### src/rtl/uart_pkg.sv
// Shared definitions for the memory-mapped UART: register word offsets,
// STAT bit positions and the state encoding used by both serial FSMs.
package uart_pkg;

  localparam logic [1:0] UART_STAT = 2'd0;
  localparam logic [1:0] UART_RX   = 2'd1;
  localparam logic [1:0] UART_TX   = 2'd2;
  localparam logic [1:0] UART_IEN  = 2'd3;

  localparam int ST_RXEMPTY = 0;
  localparam int ST_RXFULL  = 1;
  localparam int ST_TXEMPTY = 2;
  localparam int ST_TXFULL  = 3;
  localparam int ST_TXOVF   = 4;
  localparam int ST_RXFERR  = 5;
  localparam int ST_RXOVF   = 6;

  typedef enum logic [1:0] {
    S_IDLE  = 2'd0,
    S_START = 2'd1,
    S_DATA  = 2'd2,
    S_STOP  = 2'd3
  } uart_state_e;

endpackage

### src/rtl/uart_mmio_if.sv
// MMIO bus bundle for the UART plus read-only views of both FSM states.
// Handshake: bus_req is a one-cycle pulse, always accepted; bus_ack follows exactly one cycle later with bus_rdata valid.
interface uart_mmio_if;
  import uart_pkg::*;

  logic        bus_req;
  logic        bus_we;
  logic [1:0]  bus_addr;
  logic [3:0]  bus_wmask;
  logic [31:0] bus_wdata;
  logic        bus_ack;
  logic [31:0] bus_rdata;
  uart_state_e dbg_tx_state;
  uart_state_e dbg_rx_state;

  modport master (
    output bus_req, bus_we, bus_addr, bus_wmask, bus_wdata,
    input  bus_ack, bus_rdata, dbg_tx_state, dbg_rx_state
  );

  modport slave (
    input  bus_req, bus_we, bus_addr, bus_wmask, bus_wdata,
    output bus_ack, bus_rdata, dbg_tx_state, dbg_rx_state
  );

endinterface

### src/rtl/uart_fifo.sv
// Synchronous FIFO with show-ahead head data. Pointers carry one extra
// bit so full and empty are distinguishable; callers gate push/pop.
module uart_fifo #(
  parameter int WIDTH = 8,
  parameter int DEPTH = 8
) (
  input  logic             clk,
  input  logic             rst,
  input  logic             push,
  input  logic [WIDTH-1:0] wdata,
  input  logic             pop,
  output logic [WIDTH-1:0] rdata,
  output logic             full,
  output logic             empty
);

  localparam int AW = $clog2(DEPTH);

  logic [WIDTH-1:0] mem [DEPTH];
  logic [AW:0]      wptr;
  logic [AW:0]      rptr;

  assign empty = (wptr == rptr);
  assign full  = (wptr[AW] != rptr[AW]) && (wptr[AW-1:0] == rptr[AW-1:0]);
  assign rdata = mem[rptr[AW-1:0]];

  always_ff @(posedge clk or posedge rst) begin
    if (rst) begin
      wptr <= '0;
      rptr <= '0;
    end else begin
      if (push) wptr <= wptr + 1'b1;
      if (pop)  rptr <= rptr + 1'b1;
    end
  end

  always_ff @(posedge clk) begin
    if (push) mem[wptr[AW-1:0]] <= wdata;
  end

endmodule

### src/rtl/uart_mmio.sv
// Memory-mapped UART: STAT/RX/TX registers, TX and RX FIFOs, serial FSMs.
// Optional UART_IRQ_EN adds an interrupt-enable register at word offset 3.
module uart_mmio
  import uart_pkg::*;
#(
  parameter int CLK_DIV   = 16,
  parameter int DATA_BITS = 8,
  parameter int TX_DEPTH  = 8,
  parameter int RX_DEPTH  = 8
) (
  input  logic        clk,
  input  logic        rst,
  uart_mmio_if.slave  bus,
  input  logic        uart_rxd,
  output logic        uart_txd,
  output logic        irq
);

  localparam int CW = $clog2(CLK_DIV);
  localparam int BW = $clog2(DATA_BITS);
  localparam logic [CW-1:0] DIV_LAST = CW'(CLK_DIV - 1);
  localparam logic [CW-1:0] DIV_HALF = CW'(CLK_DIV / 2 - 1);
  localparam logic [BW-1:0] BIT_LAST = BW'(DATA_BITS - 1);

  logic rd_stb, wr_stb, stat_rd, rx_rd, tx_wr;
  assign rd_stb  = bus.bus_req & ~bus.bus_we;
  assign wr_stb  = bus.bus_req &  bus.bus_we;
  assign stat_rd = rd_stb && (bus.bus_addr == UART_STAT);
  assign rx_rd   = rd_stb && (bus.bus_addr == UART_RX);
  assign tx_wr   = wr_stb && (bus.bus_addr == UART_TX) && bus.bus_wmask[0];

  // ---------------- TX path ----------------
  uart_state_e          tx_state, tx_next;
  logic [CW-1:0]        tx_cnt;
  logic [BW-1:0]        tx_bit;
  logic [DATA_BITS-1:0] tx_shift, tx_head;
  logic tx_full, tx_empty, tx_push, tx_pop, tx_ovf_set, tx_baud_done, tx_idle_empty;

  assign tx_baud_done  = (tx_cnt == DIV_LAST);
  assign tx_pop        = ~tx_empty & ((tx_state == S_IDLE) | ((tx_state == S_STOP) & tx_baud_done));
  // A full FIFO still accepts a write when the FSM pops in the same cycle.
  assign tx_push       = tx_wr & (~tx_full | tx_pop);
  assign tx_ovf_set    = tx_wr & tx_full & ~tx_pop;
  assign tx_idle_empty = tx_empty & (tx_state == S_IDLE);

  uart_fifo #(.WIDTH(DATA_BITS), .DEPTH(TX_DEPTH)) u_tx_fifo (
    .clk(clk), .rst(rst), .push(tx_push), .wdata(bus.bus_wdata[DATA_BITS-1:0]),
    .pop(tx_pop), .rdata(tx_head), .full(tx_full), .empty(tx_empty)
  );

  always_ff @(posedge clk or posedge rst) begin
    if (rst) tx_state <= S_IDLE;
    else     tx_state <= tx_next;
  end

  always_comb begin
    tx_next = tx_state;
    case (tx_state)
      S_IDLE:  if (!tx_empty) tx_next = S_START;
      S_START: if (tx_baud_done) tx_next = S_DATA;
      S_DATA:  if (tx_baud_done && tx_bit == BIT_LAST) tx_next = S_STOP;
      S_STOP:  if (tx_baud_done) tx_next = tx_empty ? S_IDLE : S_START;
      default: tx_next = S_IDLE;
    endcase
  end

  // Decoded straight from state so an asynchronous reset raises the line at once.
  always_comb begin
    uart_txd = 1'b1;
    case (tx_state)
      S_START: uart_txd = 1'b0;
      S_DATA:  uart_txd = tx_shift[0];
      default: uart_txd = 1'b1;
    endcase
  end

  always_ff @(posedge clk or posedge rst) begin
    if (rst) begin
      tx_cnt   <= '0;
      tx_bit   <= '0;
      tx_shift <= '0;
    end else begin
      if (tx_state == S_IDLE || tx_next != tx_state || tx_baud_done) tx_cnt <= '0;
      else tx_cnt <= tx_cnt + 1'b1;
      if (tx_pop) tx_shift <= tx_head;
      else if (tx_state == S_DATA && tx_baud_done) tx_shift <= tx_shift >> 1;
      if (tx_state != S_DATA) tx_bit <= '0;
      else if (tx_baud_done) tx_bit <= tx_bit + 1'b1;
    end
  end

  // ---------------- RX path ----------------
  uart_state_e          rx_state, rx_next;
  logic [CW-1:0]        rx_cnt;
  logic [BW-1:0]        rx_bit;
  logic [DATA_BITS-1:0] rx_shift, rx_head;
  logic rx_meta, rxs, rx_full, rx_empty, rx_push, rx_pop, rx_ferr_set, rx_ovf_set;
  logic rx_baud_done, rx_half;

  assign rx_baud_done = (rx_cnt == DIV_LAST);
  assign rx_half      = (rx_cnt == DIV_HALF);
  assign rx_pop       = rx_rd & ~rx_empty;

  uart_fifo #(.WIDTH(DATA_BITS), .DEPTH(RX_DEPTH)) u_rx_fifo (
    .clk(clk), .rst(rst), .push(rx_push), .wdata(rx_shift),
    .pop(rx_pop), .rdata(rx_head), .full(rx_full), .empty(rx_empty)
  );

  always_ff @(posedge clk or posedge rst) begin
    if (rst) begin
      rx_meta  <= 1'b1;
      rxs      <= 1'b1;
      rx_state <= S_IDLE;
    end else begin
      rx_meta  <= uart_rxd;
      rxs      <= rx_meta;
      rx_state <= rx_next;
    end
  end

  always_comb begin
    rx_next = rx_state;
    case (rx_state)
      S_IDLE:  if (!rxs) rx_next = S_START;
      S_START: if (rx_half) rx_next = rxs ? S_IDLE : S_DATA;
      S_DATA:  if (rx_baud_done && rx_bit == BIT_LAST) rx_next = S_STOP;
      S_STOP:  if (rx_baud_done) rx_next = S_IDLE;
      default: rx_next = S_IDLE;
    endcase
  end

  always_comb begin
    rx_push     = 1'b0;
    rx_ferr_set = 1'b0;
    rx_ovf_set  = 1'b0;
    if (rx_state == S_STOP && rx_baud_done) begin
      if (!rxs)         rx_ferr_set = 1'b1;
      else if (rx_full) rx_ovf_set  = 1'b1;
      else              rx_push     = 1'b1;
    end
  end

  always_ff @(posedge clk or posedge rst) begin
    if (rst) begin
      rx_cnt   <= '0;
      rx_bit   <= '0;
      rx_shift <= '0;
    end else begin
      if (rx_state == S_IDLE || rx_next != rx_state || rx_baud_done) rx_cnt <= '0;
      else rx_cnt <= rx_cnt + 1'b1;
      if (rx_state == S_DATA && rx_baud_done) rx_shift <= {rxs, rx_shift[DATA_BITS-1:1]};
      if (rx_state != S_DATA) rx_bit <= '0;
      else if (rx_baud_done) rx_bit <= rx_bit + 1'b1;
    end
  end

  // ---------------- Registers and bus ----------------
  logic        tx_ovf, rx_ferr, rx_ovf;
  logic [31:0] stat_word, rdata_d;
  logic [1:0]  ien;

  // Sticky flags: a set in the same cycle as the clearing STAT read wins.
  always_ff @(posedge clk or posedge rst) begin
    if (rst) begin
      tx_ovf  <= 1'b0;
      rx_ferr <= 1'b0;
      rx_ovf  <= 1'b0;
    end else begin
      tx_ovf  <= tx_ovf_set  | (tx_ovf  & ~stat_rd);
      rx_ferr <= rx_ferr_set | (rx_ferr & ~stat_rd);
      rx_ovf  <= rx_ovf_set  | (rx_ovf  & ~stat_rd);
    end
  end

  always_comb begin
    stat_word             = '0;
    stat_word[ST_RXEMPTY] = rx_empty;
    stat_word[ST_RXFULL]  = rx_full;
    stat_word[ST_TXEMPTY] = tx_idle_empty;
    stat_word[ST_TXFULL]  = tx_full;
    stat_word[ST_TXOVF]   = tx_ovf;
    stat_word[ST_RXFERR]  = rx_ferr;
    stat_word[ST_RXOVF]   = rx_ovf;
  end

`ifdef UART_IRQ_EN
  always_ff @(posedge clk or posedge rst) begin
    if (rst) begin
      ien <= '0;
      irq <= 1'b0;
    end else begin
      if (wr_stb && bus.bus_addr == UART_IEN && bus.bus_wmask[0]) ien <= bus.bus_wdata[1:0];
      irq <= (ien[0] & ~rx_empty) | (ien[1] & tx_idle_empty);
    end
  end
`else
  assign ien = 2'b00;
  assign irq = 1'b0;
`endif

  always_comb begin
    rdata_d = '0;
    if (rd_stb) begin
      case (bus.bus_addr)
        UART_STAT: rdata_d = stat_word;
        UART_RX:   if (!rx_empty) rdata_d = 32'(rx_head);
`ifdef UART_IRQ_EN
        UART_IEN:  rdata_d = {30'b0, ien};
`endif
        default:   rdata_d = '0;
      endcase
    end
  end

  always_ff @(posedge clk or posedge rst) begin
    if (rst) begin
      bus.bus_ack   <= 1'b0;
      bus.bus_rdata <= '0;
    end else begin
      bus.bus_ack   <= bus.bus_req;
      bus.bus_rdata <= rdata_d;
    end
  end

  assign bus.dbg_tx_state = tx_state;
  assign bus.dbg_rx_state = rx_state;

  logic unused_bits;
  assign unused_bits = &{1'b0, bus.bus_wdata[31:DATA_BITS], bus.bus_wmask[3:1], ien};

endmodule

### src/flat_wrapper.sv
// flat-port wrapper written by rule: the top's interface ports become plain ports
module uart_mmio_flat import uart_pkg::*;
#(
  parameter int CLK_DIV   = 16,
  parameter int DATA_BITS = 8,
  parameter int TX_DEPTH  = 8,
  parameter int RX_DEPTH  = 8
)
  (clk, rst, uart_rxd, uart_txd, irq, bus_bus_req, bus_bus_we, bus_bus_addr, bus_bus_wmask, bus_bus_wdata, bus_bus_ack, bus_bus_rdata, bus_dbg_tx_state, bus_dbg_rx_state);
  uart_mmio_if bus_i ();
  input  logic clk;
  input  logic rst;
  input  logic uart_rxd;
  output logic uart_txd;
  output logic irq;
  input wire logic [$bits(bus_i.bus_req)-1:0] bus_bus_req;
  input wire logic [$bits(bus_i.bus_we)-1:0] bus_bus_we;
  input wire logic [$bits(bus_i.bus_addr)-1:0] bus_bus_addr;
  input wire logic [$bits(bus_i.bus_wmask)-1:0] bus_bus_wmask;
  input wire logic [$bits(bus_i.bus_wdata)-1:0] bus_bus_wdata;
  output wire logic [$bits(bus_i.bus_ack)-1:0] bus_bus_ack;
  output wire logic [$bits(bus_i.bus_rdata)-1:0] bus_bus_rdata;
  output wire logic [$bits(bus_i.dbg_tx_state)-1:0] bus_dbg_tx_state;
  output wire logic [$bits(bus_i.dbg_rx_state)-1:0] bus_dbg_rx_state;
  assign bus_i.bus_req = bus_bus_req;
  assign bus_i.bus_we = bus_bus_we;
  assign bus_i.bus_addr = bus_bus_addr;
  assign bus_i.bus_wmask = bus_bus_wmask;
  assign bus_i.bus_wdata = bus_bus_wdata;
  assign bus_bus_ack = bus_i.bus_ack;
  assign bus_bus_rdata = bus_i.bus_rdata;
  assign bus_dbg_tx_state = bus_i.dbg_tx_state;
  assign bus_dbg_rx_state = bus_i.dbg_rx_state;
  uart_mmio #(.CLK_DIV(CLK_DIV), .DATA_BITS(DATA_BITS), .TX_DEPTH(TX_DEPTH), .RX_DEPTH(RX_DEPTH)) u_core (.clk(clk), .rst(rst), .bus(bus_i), .uart_rxd(uart_rxd), .uart_txd(uart_txd), .irq(irq));
endmodule
### config.mk
export PLATFORM = sky130hd
export DESIGN_NAME = uart_mmio_flat
export DESIGN_NICKNAME = d
export VERILOG_FILES = /design/src/rtl/uart_pkg.sv /design/src/rtl/uart_mmio_if.sv /design/src/rtl/uart_fifo.sv /design/src/rtl/uart_mmio.sv /design/src/flat_wrapper.sv
export SDC_FILE = /design/constraint.sdc
export NUM_CORES = 1
export LEC_CHECK = 0
export ABC_AREA = 1
export ABC_CLOCK_PERIOD_IN_PS = 1790
export BUFFER_PORTS_ARGS = -buffer_cell sky130_fd_sc_hd__buf_4
export CORE_ASPECT_RATIO = 0.7
export CORE_MARGIN = 2
export CORE_UTILIZATION = 55
export CTS_BUF_LIST = sky130_fd_sc_hd__clkbuf_4
export CTS_CLUSTER_DIAMETER = 200
export CTS_CLUSTER_SIZE = 25
export DETAILED_ROUTE_END_ITERATION = 7
export PLACE_DENSITY = 0.75
export SYNTH_ARGS = -nofsm -noshare
export SYNTH_HDL_FRONTEND = slang
export SYNTH_SLANG_ARGS = --single-unit
export TNS_END_PERCENT = 10
### constraint.sdc
create_clock -name clk -period 1.79 [get_ports clk]
set_input_delay 0 -clock clk [delete_from_list [all_inputs] [get_ports clk]]
set_output_delay 0 -clock clk [all_outputs]
set_load 0.01 [all_outputs]
==> qor.csv <==
stage,metric,value,unit
pwr,p_leak,0.00396,µW
cts,clock_sinks,192,
global_route,overflow,0,
cts,clkLatencyLatePin,0.58,ns
yosys,synthesis.area,8410,µm²
placement,place_congestion,0.859,
yosys,synth_edf_count,128,
yosys,syn_inst,781,
sta,slew_viol_final,0,
route,drc,0,
die,die_w,152,µm
critical_path,critPathMaxStageDelay,0.40,ns
die,core.rowCount,37,
global_route,grtUsageTotal,22.6,%
layout,fin_nets,922,
route,wl_per_cell,16.7,µm
critical_path,criticalPathCategory,flop to flop,
global_route,antenna_found_initial,1,
pwr,cellPowerDensity,1270,nW/µm²
yosys,yosysTopAreaCell,edfxtp_1,
pwr,peakVddDrop,0.551,mV
route,ant_nets,0,
critical_path,critical_path_arrival,2.08,ns
cts,cts_made_buffers,17,
route,vias_per_cell,5.46,
sta,finalHoldViolCount,0,
sta,maxSlewHeadroom,62.4,%
yosys,ys_warn_count,0,
layout,stdcell_area,9660,µm²
sta,hold_ws,0.0753,ns
die,core_area,14800,µm²
cts,htreeDepth,4,
critical_path,slowest_stage,dfrtp_1,
critical_path,crit_chain,ha_2 -> nand3_2 -> nor2_2 -> nand2_2 -> nor2_4 -> nand3_4 -> nor2_2 -> buf_6,
cts,cts_tree,done,
job,drv_cap,0,
layout,seqCellArea,5450,µm²
critical_path,rr_startpoint,u_core.rx_cnt[0],
global_route,grt_max_degree,40,
cts,root_buffer,clkbuf_4,
die,dieHeight,107,µm
min_path,hold_start,uart_rxd,
global_route,grt_pass1_vias,5578,
yosys,synth_area_leaders,"edfxtp_1 46%, dfrtp_1 18%, nand2_1 6.3%",
pwr,clkPwrFrac,21.8,%
route,routed_wl,18.1,mm
critical_path,worstSetupStartpointType,flop,
die,io_pins,82,
sta,layout_min_cycle_time,1.78,ns
sta,fin_crit_sh,99.7,%
critical_path,rr_worst_depth,8,
cts,clk_pin_slew,0.15,ns
sta,rsz0062_at_grt,true,
pwr,p_comb_share,34.2,%
yosys,async_reset_ff_share,33.3,%
yosys,ys_types,39,
critical_path,cpMostUsedCell,nor2_2,
route,vias,5884,
yosys,synth-main-ff-cell,edfxtp_1,
yosys,ys_seq_elements,192,
critical_path,reg2reg_slack,0.006,ns
route,dr.pass1.iters,6,
sta,tightest_slew,0.564,ns
min_path,worstHoldPathCells,2,
pwr,sw_frac_of_total,35.8,%
die,initial_utilization,56.8,%
sta,clock.fmax,561,MHz
critical_path,cp.required,2.08,ns
critical_path,critPathCaptureType,flop,
sta,finClkSkew,0.0290,ns
critical_path,crit_start,u_core.rx_cnt[0],
cts,clk_path_buf_depth,2,
min_path,worstHoldPathType,primary input to flop,
status,status,finished clean,
yosys,ys_seq_area_share,64.8,%
sta,tns,0,ns
global_route,grt_pass1_wl,28.3,mm
critical_path,crit_fanout,8,
pwr,internal_power,7850,µW
placement,dp_hpwl,12.3,mm
route,drt_iter0_markers,535,
sta,setup_viol,0,
pwr,seq_power_share,44.1,%
placement,io_buffer_count,29,
pwr,netSwitchingPower,4390,µW
layout,drive_gt1_share,18.8,%
die,die_area,16300,µm²
layout,syn_to_final_growth,14.9,%
layout,n_fill_cell,1080,
yosys,synth_top_area_share,45.7,%
yosys,syn_area_per_cell,10.8,µm²
placement,placed_area,8960,µm²
layout,multi_input_area,2610,µm²
==> state kept, by name, summed over array words and instances, names as in the netlist <==
name                     flops
u_core.bus.dbg_tx_state      2
u_core.u_tx_fifo.mem        64
u_core.bus.bus_ack           1
u_core.rx_ferr               1
u_core.tx_bit                3
u_core.rx_shift              8
u_core.u_rx_fifo.wptr        4
u_core.u_tx_fifo.wptr        4
u_core.rxs                   1
u_core.bus.bus_rdata         8
u_core.rx_ovf                1
u_core.rx_meta               1
u_core.tx_ovf                1
u_core.rx_bit                3
u_core.rx_cnt                4
u_core.u_tx_fifo.rptr        4
u_core.tx_shift              8
u_core.bus.dbg_rx_state      2
u_core.u_rx_fifo.mem        64
u_core.tx_cnt                4
u_core.u_rx_fifo.rptr        4
==> cell families (layout without fill, tap and decap cells) <==
group,Yosys count,in the layout,share of synthesized area [%]
compound gates,134,134,8.93
xor+xnor,19,19,2.07
fa+ha+maj,10,10,1.49
buf+inv,102,179,6.58
flops,192,192,64.8
other cells,1,26,0.0446
simple gates,323,323,16.1
==> cell type report <==
cell class                      instances  area share [%]
Timing Repair Buffer                  100            8.71
Sequential cell                       192            56.4
Inverter                               47            1.88
Antenna cell                            1          0.0259
Tap cell                              195            2.52
Clock buffer                           19            1.48
Multi-Input combinational cell        511            27.0
Clock inverter                         13            1.99
==> power by group through the flow <==
stage	Clock (µW)	Sequential [µW]	Combinational, µW
floorplan	0	5420	2800
global route	2870	5430	4690
global placement	0	5450	3730
detailed placement	0	5480	3880
finish	2660	5390	4180
CTS	2700	5370	3980
==> cell usage in the layout, fill, tap and decap left out, drive strengths merged <==
master and count:
a32oi 1, a21oi 5, conb 25, ha 10, and2 1, xnor2 10, diode 1, nand2b 1
nand2 146, a21boi 1, clkbuf 19, inv 50, buf 82, dfstp 2, o21bai 2, nand4 3
o211ai 16, bufinv 5, clkinv 5, xor2 9, nand3 35, nor3 1, dlygate4sd3 18, edfxtp 128
dfrtp 62, nor2 136, o21ai 104, o22ai 5
==> path summary, 6_finish.rpt <==
kind,to
min,u_core.rx_meta
min in group asynchronous,u_core.rx_cnt[0]
max,u_core.u_rx_fifo.mem[0][2]
max in group asynchronous,u_core.bus.dbg_tx_state[0]
max reg2reg,u_core.u_rx_fifo.mem[0][2]
min reg2reg,u_core.rxs
==> critical path: cells and delay by family, from the launching register on <==
family                   cells  cell delay [ns]
adder cells (fa/ha/maj)      1             0.20
AND/OR/NAND/NOR              6             0.74
flip-flops                   1             0.40
buffers and inverters        1             0.16
==> synthesized netlist by cell type (3+ instances only) <==
cell and count:
nor2_1 129, a21oi_1 4, o22ai_1 5, xnor2_1 10, nand2_2 5, dfrtp_1 62
buf_6 6, xor2_1 8, ha_1 10, nand3_1 31, nand2_1 141, clkbuf_1 8
nand3_2 4, o21ai_0 96, o211ai_1 16, buf_2 12, o21ai_2 3, o21ai_1 5
buf_4 28, nor2_2 5, inv_1 43, edfxtp_1 128
==> what timing repair did <==
| item | in CTS | in global routing |
|---|---|---|
| endpoints found under the setup margin | 78 | 142 |
| hold endpoints to repair | 146 | 0 |
| hold buffers | 18 | 0 |
| pin swaps | 0 | 3 |
| setup buffers | 2 | 4 |
| resized for setup | 3 | 39 |
==> per-layer routing <==
metal | vias to the layer above | GRT usage, % | part of all wire [%]
met2 | 275 | 32.2 | 43
li1 | 2770 | - | -
met5 | - | 0 | 0
met3 | 22 | 7.37 | 11
met4 | 0 | 6.74 | 1.3
met1 | 2817 | 33.2 | 45
==> metrics by stage <==
stage / util [%] / instances / total power, µW / setup WS (ns)
after floorplan: - / 805 / 8230 / -0.115
after global routing: 65.2 / 1078 / 13000 / -0.0822
after global placement: 60.5 / 1021 / 9180 / 0.00578
final: 65.2 / 1078 / 12200 / 0.00598
after detailed placement: 60.5 / 1021 / 9360 / -0.0593
after CTS: 64.1 / 1073 / 12100 / -0.0106
Power figures use the tool's default switching activity.
